**config.mk**
```make
export PLATFORM = sky130hd
export DESIGN_NAME = vga_timing_gen
export DESIGN_NICKNAME = d
export VERILOG_FILES = /design/src/rtl/vga_timing_gen.sv
export SDC_FILE = /design/constraint.sdc
export NUM_CORES = 1
export LEC_CHECK = 0
export BUFFER_PORTS_ARGS = -buffer_cell sky130_fd_sc_hd__buf_2
export CORE_ASPECT_RATIO = 1.1
export CORE_MARGIN = 1
export CORE_UTILIZATION = 51
export DETAILED_ROUTE_END_ITERATION = 12
export GPL_TIMING_DRIVEN = 0
export PLACE_DENSITY = 0.76
export SYNTH_ARGS = -nofsm -noshare
export SYNTH_HDL_FRONTEND = slang
export SYNTH_SLANG_ARGS = --single-unit
```
**constraint.sdc**
```tcl
create_clock -name vga_clk -period 3.1 [get_ports vga_clk]
set_input_delay 0.31 -clock vga_clk [delete_from_list [all_inputs] [get_ports vga_clk]]
set_output_delay 0.31 -clock vga_clk [all_outputs]
set_load 0.01 [all_outputs]
```
**src/rtl/vga_timing_gen.sv**
```systemverilog
// vga_timing_gen: VGA 640x480@60 raster timing (coordinates, blank, delayed HS/VS, line/frame strobes)
// Ports: vga_clk/reset (async, active-high) in; DrawX/DrawY = hc/vc; blank = visible pixel;
//        hs/vs active-low syncs delayed SYNC_DELAY cycles; line_start/frame_start strobes;
//        frame_count (frames completed) only when VGA_FRAME_COUNT_EN is defined.
module vga_timing_gen #(
  parameter int H_ACTIVE   = 640,
  parameter int H_FP       = 16,
  parameter int H_SYNC     = 96,
  parameter int H_BP       = 48,
  parameter int V_ACTIVE   = 480,
  parameter int V_FP       = 10,
  parameter int V_SYNC     = 2,
  parameter int V_BP       = 33,
  parameter int SYNC_DELAY = 1
) (
  input  logic        vga_clk,
  input  logic        reset,
  output logic [9:0]  DrawX,
  output logic [9:0]  DrawY,
  output logic        blank,
  output logic        hs,
  output logic        vs,
  output logic        line_start,
  output logic        frame_start
`ifdef VGA_FRAME_COUNT_EN
  ,
  output logic [15:0] frame_count
`endif
);
  localparam int H_TOTAL = H_ACTIVE + H_FP + H_SYNC + H_BP;
  localparam int V_TOTAL = V_ACTIVE + V_FP + V_SYNC + V_BP;
  // 11-bit bounds so a sync region ending exactly at 1024 still compares correctly
  localparam logic [10:0] HS_BEG = 11'(H_ACTIVE + H_FP);
  localparam logic [10:0] HS_END = 11'(H_ACTIVE + H_FP + H_SYNC);
  localparam logic [10:0] VS_BEG = 11'(V_ACTIVE + V_FP);
  localparam logic [10:0] VS_END = 11'(V_ACTIVE + V_FP + V_SYNC);
  localparam logic [10:0] H_VIS  = 11'(H_ACTIVE);
  localparam logic [10:0] V_VIS  = 11'(V_ACTIVE);
  if (H_TOTAL > 1024 || V_TOTAL > 1024 || SYNC_DELAY < 0 || SYNC_DELAY > 3) begin : g_param_err
    $error("vga_timing_gen: totals must be <= 1024 and SYNC_DELAY in 0..3");
  end
  logic [9:0] hc_q, hc_d, vc_q, vc_d;
  logic       h_end, v_end, hs_raw, vs_raw;
  logic [10:0] hc_w, vc_w;
  always_comb begin
    h_end = hc_q == 10'(H_TOTAL - 1);
    v_end = vc_q == 10'(V_TOTAL - 1);
    hc_d  = h_end ? '0 : hc_q + 10'd1;
    vc_d  = h_end ? (v_end ? '0 : vc_q + 10'd1) : vc_q;
    hc_w  = {1'b0, hc_q};
    vc_w  = {1'b0, vc_q};
    hs_raw = !(hc_w >= HS_BEG && hc_w < HS_END);
    vs_raw = !(vc_w >= VS_BEG && vc_w < VS_END);
  end
  always_ff @(posedge vga_clk or posedge reset) begin
    if (reset) begin
      hc_q <= '0;
      vc_q <= '0;
    end else begin
      hc_q <= hc_d;
      vc_q <= vc_d;
    end
  end
  assign DrawX       = hc_q;
  assign DrawY       = vc_q;
  // strobes are gated by reset so nothing downstream sees a pixel while held in reset
  assign blank       = !reset && hc_w < H_VIS && vc_w < V_VIS;
  assign line_start  = !reset && hc_q == '0;
  assign frame_start = !reset && hc_q == '0 && vc_q == '0;
  if (SYNC_DELAY == 0) begin : g_nodly
    assign hs = hs_raw;
    assign vs = vs_raw;
  end else begin : g_dly
    logic [SYNC_DELAY-1:0] hs_q, vs_q;
    // pipeline resets to idle-high so no partial pulse appears after release
    always_ff @(posedge vga_clk or posedge reset) begin
      if (reset) begin
        hs_q <= '1;
        vs_q <= '1;
      end else begin
        hs_q[0] <= hs_raw;
        vs_q[0] <= vs_raw;
        for (int i = 1; i < SYNC_DELAY; i++) begin
          hs_q[i] <= hs_q[i-1];
          vs_q[i] <= vs_q[i-1];
        end
      end
    end
    assign hs = hs_q[SYNC_DELAY-1];
    assign vs = vs_q[SYNC_DELAY-1];
  end
`ifdef VGA_FRAME_COUNT_EN
  logic [15:0] fc_q, fc_d;
  assign fc_d = (h_end && v_end) ? fc_q + 16'd1 : fc_q;
  always_ff @(posedge vga_clk or posedge reset) begin
    if (reset) fc_q <= '0;
    else fc_q <= fc_d;
  end
  assign frame_count = fc_q;
`endif
endmodule
```
**Word-level counts from Yosys, hierarchy flattened**

Cells that the tools add are included.

- Flip-flop bits (word level): 22
- Input bits: 2
- Output and inout port bits: 25
- Word-level logic and storage cells: 27

- Add/subtract/negate cells: 2
- Order comparisons: 6
- Equality and inequality tests: 2
- Multiplexer cells: 2
- Reduce and logical (&&, ||, !) cells: 11

Operators with widths:

| kind | number |
|---|---|
| $add 10x1->10 const B | 2 |
| $eq 10x10->1 const B | 2 |
| $logic_not 10->1 | 2 |
| $lt 10x10->1 const B | 2 |
| $lt 10x9->1 const B | 2 |
| $mux 10 | 2 |
| $ge 10x10->1 const B | 1 |
| $ge 10x9->1 const B | 1 |
| $logic_and 1x1->1 | 6 |
| $logic_not 1->1 | 3 |

**Longest topological paths before layout**

Gate-level depths: netlist of run 1.

- Word-level depth: 3
- Mapped depth: 6
- Depth with buffers taken out: 6

**Worst setup path after synthesis of run 1**

No wires, ideal clock.

- Path kind: register -> output
- Start: reg hc_q[4] (netlist: DrawX[4])
- End: out frame_start
- Data arrival time: 1.861 ns
- Data required time: 2.790 ns
- Setup slack: 0.929 ns
- Stages on the path, launching flop included: 5
- Buffers on the path: 1
- Cell sequence: dfrtp_1 > clkbuf_4 > or4_1 > nor4_1 > and4_1

- Word-level cells in the longest chain between the ends: 3

Ends and longest elaborated chain:

| item | line | RTL |
|---|---|---|
| from (decl) | 42 | `logic [9:0] hc_q, hc_d, vc_q, vc_d;` |
| from (signal assigned) | 57 | `hc_q <= '0;` |
| from (signal assigned) | 60 | `hc_q <= hc_d;` |
| $logic_not 10->1 | n/a |  |
| $logic_and 1x1->1 | n/a |  |
| via line_start | 23 | `output logic line_start,` |
| $logic_and 1x1->1 | 69 | `assign frame_start = !reset && hc_q == '0 && vc_q == '0;` |
| to (decl) | 24 | `output logic frame_start` |

The timed path passes the listed nets, and every way through them passes these cells.

**Worst setup path after layout of run 1**

- Start: reg hc_q[4] (netlist: DrawX[4])
- End: out frame_start

- Word-level cells in the longest chain between the ends: 3

Ends and longest elaborated chain:

| item | line |
|---|---|
| $logic_not 10->1 | 69 |
| $logic_and 1x1->1 (2 in a row) | 69 |

No other way between the ends.

==> impl_metrics.env, run 1 <==
export IMPL_finClkSkew_ns=0.00271
export IMPL_synth_async_reset_ratio_pct=100
export IMPL_status="finished, final reports clean"
export IMPL_r2r_setup_slack_ns=1.06
export IMPL_period_share_pct=81.1
export IMPL_p_leak_uw=0.000667
export IMPL_pwr_share_seq_pct=63.4
export IMPL_worst_slack_ns=0.587
export IMPL_synth_area_mux_share_pct=0.927
export IMPL_cts_tree="done"
export IMPL_startpoint="DrawX[4]$_DFF_PP0_"
export IMPL_r2r_end="DrawY[4]$_DFFE_PP0N_"
export IMPL_worstSetupEndpoint="frame_start"
export IMPL_first_global_vias=931
export IMPL_setup_viol=0
export IMPL_clkSlewWorstSetupHoldPaths_ns=0.12
export IMPL_drt_iter0_drc=27
export IMPL_route_detailed_drc=0
export IMPL_yosys_area_share_adder_pct=5.15
export IMPL_totalWireLength_um=2550
export IMPL_internal_power_uw=360
export IMPL_syn2layout_area_growth_pct=16.8
export IMPL_cpPeakStageDelay_ns=0.53
export IMPL_p_sw_share_pct=20.5
export IMPL_hold_viol=0
export IMPL_gp_congestion=0.805
export IMPL_cts_resized=0
export IMPL_synth_edf_count=0
export IMPL_power_per_cell_area_mw_per_mm2=319
export IMPL_numCtsBuffers=3
export IMPL_synth_top_family_by_area="simple AND/OR/NAND/NOR gates"
export IMPL_htreeDepth=1
export IMPL_synth_compound_area_share_pct=8.65
export IMPL_vias=1013
export IMPL_syn_num_nets=123
export IMPL_min_period_ns=2.51
export IMPL_required_ns=2.79
export IMPL_r2r_start="DrawX[5]$_DFF_PP0_"
export IMPL_pwr_share_clk_pct=34.9
export IMPL_die_x_um=48.5
export IMPL_cts_sinks=22
export IMPL_pre_cts_ws_ns=0.785
export IMPL_final_util_pct=63.0
export IMPL_ys_flop_type="dfrtp_1"
export IMPL_via_per_inst=5.76
export IMPL_die_area_mm2=0.00258
export IMPL_synth_warnings=0
export IMPL_syn_inst=116
export IMPL_cts_root_buffer="clkbuf_4"
export IMPL_drv_slew=0
export IMPL_num_nets_final=154
export IMPL_grt_max_degree=24
export IMPL_core_mm2=0.00225
export IMPL_hpwl_um=1850
export IMPL_slew_headroom_pct=43.6
export IMPL_clock_latency_ns=0.31
export IMPL_antennaDiodeCount=0
export IMPL_ir_drop_mv=0.204
export IMPL_firstDrtPassIters=4
export IMPL_cts_path_max_buffers=2
export IMPL_grt_overflow=0
export IMPL_synthSimpleGateAreaFrac_pct=28.2
export IMPL_p_switching_uw=92.8
export IMPL_path_max_fanout=8
export IMPL_crit_path_start_kind="register"
export IMPL_rsz0062_at_grt="false"
export IMPL_layout_drive_gt1_share_pct=27.4
export IMPL_crit_slowest_cell="or4_1"
export IMPL_die_h_um=53.2
export IMPL_synth_avg_cell_area_um2=10.5
export IMPL_cts_setup_buffers=0
export IMPL_ys_types=35
export IMPL_critical_path_class="reg2out"
export IMPL_crit_arrival_ns=2.20
export IMPL_max_cap_viol_count=0
export IMPL_yosys_area_share_xor_xnor_pct=7.21
export IMPL_grtUsageTotal_pct=21.4
export IMPL_antenna_left=0
export IMPL_min_path_type="in2async"
export IMPL_ioPinCount=27
export IMPL_reg2regPathDepth=4
export IMPL_wl_per_cell_um=14.5
export IMPL_syn_area_mm2=0.00121
export IMPL_io_buffers=26
export IMPL_setup_tns_ns=0
export IMPL_worst_slew_pin_slew_ns=0.845
export IMPL_seq_area_frac_synth_pct=45.5
export IMPL_antenna_found_initial=0
export IMPL_max_freq_ghz=0.398
export IMPL_ys_ff_latch=22
export IMPL_start_util_pct=53.9
export IMPL_grt_pass1_wl_um=4160
export IMPL_crit_chain="clkbuf_4, or4_1, nor4_1, and4_1, buf_2"
export IMPL_endpoint_kind="output pin"
export IMPL_power_uw=453
export IMPL_p_comb_share_pct=1.7
export IMPL_fp_row_count=18
export IMPL_hold_buffers=0
-- worst min-delay path by stage --
| stage | cells after the start | end | start |
|---|---|---|---|
| finish | 2 | DrawX[9]$_DFF_PP0_ | reset |
| global route | 2 | DrawX[8]$_DFF_PP0_ | reset |
| CTS | 2 | DrawX[9]$_DFF_PP0_ | reset |
| detailed placement | 1 | DrawY[7]$_DFFE_PP0N_ | DrawY[7]$_DFFE_PP0N_ |
| global placement | 1 | DrawY[7]$_DFFE_PP0N_ | DrawY[7]$_DFFE_PP0N_ |
| floorplan | 1 | DrawX[0]$_DFF_PP0_ | reset |
-- kinds of logic (layout without fill, tap and decap cells) --
kind of cell    count (synthesis)  in the layout
simple gates                   50             50
flops                          22             22
compound gates                 17             17
buf+inv                        11             41
xor+xnor                       10             10
fa+ha+maj                       5              5
mux                             1              1
-- flip-flops by register name, summed over array words and instances (netlist names) --
register and flops:
DrawY 10, hs 1, DrawX 10, vs 1
-- cell usage after synthesis (all sizes together), types with 4 or more instances --
| cell | n | area [µm²] |
|---|---|---|
| nand2 | 6 | 22.5 |
| dfrtp | 20 | 500 |
| nor2 | 7 | 26.3 |
| nand3 | 10 | 50.1 |
| inv | 9 | 33.8 |
| o21ai | 7 | 35.0 |
| nand4 | 4 | 40.0 |
| ha | 5 | 62.6 |
| xnor2 | 7 | 61.3 |
| and4 | 5 | 45.0 |
-- placed cells by master, fill, tap and decap left out, drive strengths merged, types with 3 or more instances in the layout --
| cell type | netlist | final |
|---|---|---|
| clkbuf | 1 | 5 |
| buf | 1 | 27 |
| or4 | 3 | 3 |
| xor2 | 3 | 3 |
| nand3 | 10 | 10 |
| ha | 5 | 5 |
| inv | 9 | 9 |
| nor2 | 7 | 7 |
| nor4b | 3 | 3 |
| dfrtp | 20 | 20 |
| xnor2 | 7 | 7 |
| and4 | 5 | 5 |
| o31ai | 3 | 3 |
| o21ai | 7 | 7 |
| nand2 | 6 | 6 |
| nand4 | 4 | 4 |
| nor3 | 3 | 3 |
-- power groups by stage --
stage	Sequential [µW]	Clock [µW]	Combinational, µW
finish	287	158	7.70
global route	287	176	9.28
CTS	287	163	8.12
detailed placement	292	0	8.14
global placement	292	0	8.04
floorplan	292	0	5.22
-- layout make-up --
class                           instances  area, µm²
Fill cell                             193        833
Multi-Input combinational cell         83        609
Inverter                                9       33.8
Sequential cell                        22        553
Buffer                                  2       18.8
Clock buffer                            4       36.3
Tap cell                               30       37.5
Timing Repair Buffer                   26        130
-- worst max-delay path: cells and delay by family (launching register included) --
| family | cells | cell delay [ns] |
|---|---|---|
| buf+inv | 2 | 0.30 |
| flops | 1 | 0.39 |
| simple gates | 3 | 1.21 |
-- stage by stage --
step                      cells  hold slack [ns]  area (µm²)
after floorplan             116            0.306        1210
after global placement      172            0.503        1380
after detailed placement    172            0.509        1380
after CTS                   176            0.183        1420
after global routing        176            0.240        1420
final                       176            0.163        1420
-- layer usage --
layer,track usage [%],share of wire [%],vias to the layer above
li1,-,-,490
met1,27.3,46,485
met2,36.4,49,34
met3,2.59,3.3,4
met4,10.8,1.3,0
met5,0,0,-
(Power assumes the default switching activity.)
==> run 2, diff against run 1 <==
--- a/config.mk
+++ b/config.mk
@@ -5,13 +5,14 @@
 export SDC_FILE = /design/constraint.sdc
 export NUM_CORES = 1
 export LEC_CHECK = 0
+export ABC_AREA = 1
 export BUFFER_PORTS_ARGS = -buffer_cell sky130_fd_sc_hd__buf_2
 export CORE_ASPECT_RATIO = 1.1
 export CORE_MARGIN = 1
-export CORE_UTILIZATION = 51
+export CORE_UTILIZATION = 48
 export DETAILED_ROUTE_END_ITERATION = 12
 export GPL_TIMING_DRIVEN = 0
-export PLACE_DENSITY = 0.76
+export PLACE_DENSITY = 0.74
 export SYNTH_ARGS = -nofsm -noshare
 export SYNTH_HDL_FRONTEND = slang
 export SYNTH_SLANG_ARGS = --single-unit
==> constraint.sdc (replaced) <==
create_clock -name vga_clk -period 2.08 [get_ports vga_clk]
set_input_delay 0.208 -clock vga_clk [delete_from_list [all_inputs] [get_ports vga_clk]]
set_output_delay 0.208 -clock vga_clk [all_outputs]
set_load 0.01 [all_outputs]
==> run 2 against run 1 <==
  * Flip-flop and latch count unchanged
  * First-iteration DRC count is 110% higher
  * Power increased by 71%
  * Cell count up 30%
  * Utilization fell by 1.4 points
==> impl_metrics.env, run 2 <==
export IMPL_layout_drive_gt1_share_pct=22.2
export IMPL_regArea_um2=553
export IMPL_totalWireLength_um=2840
export IMPL_ys_types=24
export IMPL_final_cell_mix="nand2_1 (31), inv_1 (30), buf_2 (27)"
export IMPL_drv_slew=0
export IMPL_reg2regPathDepth=7
export IMPL_syn_inst=166
export IMPL_syn_area_mm2=0.00131
export IMPL_fillers=231
export IMPL_first_global_vias=1070
export IMPL_yosysTopAreaCell="dfrtp_1"
export IMPL_cts_setup_buffers=0
export IMPL_htreeDepth=1
export IMPL_max_cap_viol_count=0
export IMPL_synth_avg_cell_area_um2=7.90
export IMPL_crit_path_start_kind="register"
export IMPL_crit_chain="inv_1, ha_1, nand2_1, nor4_1, and3_1, buf_2"
export IMPL_die_h_um=56.8
export IMPL_ys_flop_type="dfrtp_1"
export IMPL_synthSimpleGateAreaFrac_pct=31.7
export IMPL_antenna_left=0
export IMPL_dp_cells=223
export IMPL_drt_iter0_drc=56
export IMPL_required_ns=1.87
export IMPL_grtUsageTotal_pct=21.4
export IMPL_setup_viol=0
export IMPL_route_detailed_drc=0
export IMPL_pre_cts_ws_ns=0.211
export IMPL_crit_arrival_ns=1.65
export IMPL_fp_row_count=19
export IMPL_ys_ff_latch=22
export IMPL_critical_path_class="reg2out"
export IMPL_die_area_mm2=0.00295
export IMPL_clkSlewWorstSetupHoldPaths_ns=0.13
export IMPL_cpLargestDelayFamily="flip-flops"
export IMPL_num_nets_final=206
export IMPL_period_share_pct=89.5
export IMPL_synth_compound_area_share_pct=5.92
export IMPL_clock_latency_ns=0.31
export IMPL_synth_edf_count=0
export IMPL_yosys_area_share_xor_xnor_pct=5.34
export IMPL_whs_ns=0.512
export IMPL_crit_slowest_cell="dfrtp_1"
export IMPL_io_buffers=26
export IMPL_r2r_end="DrawY[3]$_DFFE_PP0N_"
export IMPL_ys_top_cells_by_area="dfrtp_1 (38%), inv_1 (8.9%), nand2_1 (8.9%)"
export IMPL_hpwl_um=2110
export IMPL_endpoint_kind="output pin"
export IMPL_ir_drop_mv=0.311
export IMPL_antenna_found_initial=0
export IMPL_min_path_type="in2async"
export IMPL_worst_slew_pin_slew_ns=0.475
export IMPL_multi_input_area_um2=626
export IMPL_hold_viol=0
export IMPL_synth_top_family_by_area="simple AND/OR/NAND/NOR gates"
export IMPL_vias=1201
export IMPL_synth_area_mux_share_pct=0
export IMPL_power_per_cell_area_mw_per_mm2=495
export IMPL_via_per_inst=5.24
export IMPL_gp_congestion=0.911
export IMPL_antennaDiodeCount=0
export IMPL_status="finished, final reports clean"
export IMPL_path_max_fanout=7
export IMPL_r2r_start="DrawY[0]$_DFFE_PP0N_"
export IMPL_cts_path_max_buffers=2
export IMPL_firstDrtPassIters=4
export IMPL_seq_area_frac_synth_pct=42.2
export IMPL_p_leak_uw=0.000817
export IMPL_numCtsBuffers=3
export IMPL_min_period_ns=1.86
export IMPL_synth_warnings=0
export IMPL_core_mm2=0.00254
export IMPL_syn_num_nets=173
export IMPL_r2r_setup_slack_ns=0.54
export IMPL_cts_tree="done"
export IMPL_layout_cells_most_common="nand2_1"
export IMPL_rsz0062_at_grt="false"
export IMPL_cts_sinks=22
export IMPL_start_util_pct=51.5
export IMPL_worst_slack_ns=0.219
export IMPL_grt_overflow=0
export IMPL_max_freq_ghz=0.537
export IMPL_finClkSkew_ns=0.00894
export IMPL_ioPinCount=27
export IMPL_grt_max_degree=25
export IMPL_cts_root_buffer="clkbuf_4"
export IMPL_final_util_pct=61.6
export IMPL_synth_async_reset_ratio_pct=100
export IMPL_grt_pass1_wl_um=4730
export IMPL_slew_headroom_pct=68.1
export IMPL_die_x_um=51.8
export IMPL_wl_per_cell_um=12.4
export IMPL_yosys_top_cells_count="inv_1 (31), nand2_1 (31), dfrtp_1 (20)"
export IMPL_yosys_area_share_adder_pct=4.77
export IMPL_instances_no_fill=229
export IMPL_cpPeakStageDelay_ns=0.47
export IMPL_setup_tns_ns=0
export IMPL_synth_top_cell_area_share_pct=38.2
export IMPL_syn2layout_area_growth_pct=19.5
export IMPL_cp_num_buf_inv=2
## run 2: kinds of logic after synthesis
logic type / count (synthesis)
AOI/OAI and AO/OA: 15
xor gates and xnor gates: 8
adders and majority gates: 5
buffers and inverters: 33
DFF: 22
and+or+nand+nor: 83
## run 2: timing repair
item,in CTS,in global routing
hold buffers,0,2
endpoints found under the hold margin,0,20
resized for setup,0,1
setup endpoints to repair,0,1
## run 2: worst register-to-register path, cell delays in order, from the launching register on
cell and delay [ns]:
dfrtp_1 0.47, inv_1 0.15, ha_1 0.16, nand2_1 0.06, nor3_1 0.15, nand2_1 0.20
a21oi_1 0.18, nor2_1 0.06
## run 2: worst max-delay path by stage
stage / from / to / slack [ns] / cells past startpoint
after floorplan: reset / frame_start / 0.55 / 4
after global placement: reset / frame_start / 0.23 / 6
after detailed placement: reset / frame_start / 0.21 / 6
after CTS: reset / frame_start / 0.21 / 6
after global routing: DrawY[0]$_DFFE_PP0N_ / frame_start / 0.12 / 6
final: DrawY[0]$_DFFE_PP0N_ / frame_start / 0.22 / 6
## run 2: layer usage
layer	wire (µm)	vias to the layer above	track usage [%]
met2	1370	49	32.4
met5	0	-	0
met1	1290	554	30.0
li1	-	591	-
met4	52	0	9.27
met3	129	7	2.71
## run 2: power breakdown
| part | internal (µW) | total, µW | switching [µW] | leakage (µW) |
|---|---|---|---|---|
| sequential | 428 | 428 | 0 | 0.000286 |
| clock | 195 | 328 | 133 | 0.0000279 |
| combinational | 7.40 | 19.8 | 12.4 | 0.000503 |
| total | 630 | 776 | 146 | 0.000817 |
## run 2: cell type report
class	instances	area share [%]
buffer	2	1.04
clock buffer	3	1.44
clock inverter	1	1.92
inverter	31	7.67
multi-input combinational	111	39.9
sequential	22	35.3
tap	31	2.48
timing repair buffer	28	10.2
## run 2: per-stage QoR
stage          total power (µW)  cell area (µm²)
6_report                    776             1570
5_1_grt                     804             1570
4_1_cts                     778             1530
3_5_place_dp                449             1480
3_3_place_gp                449             1480
2_1_floorplan               444             1310
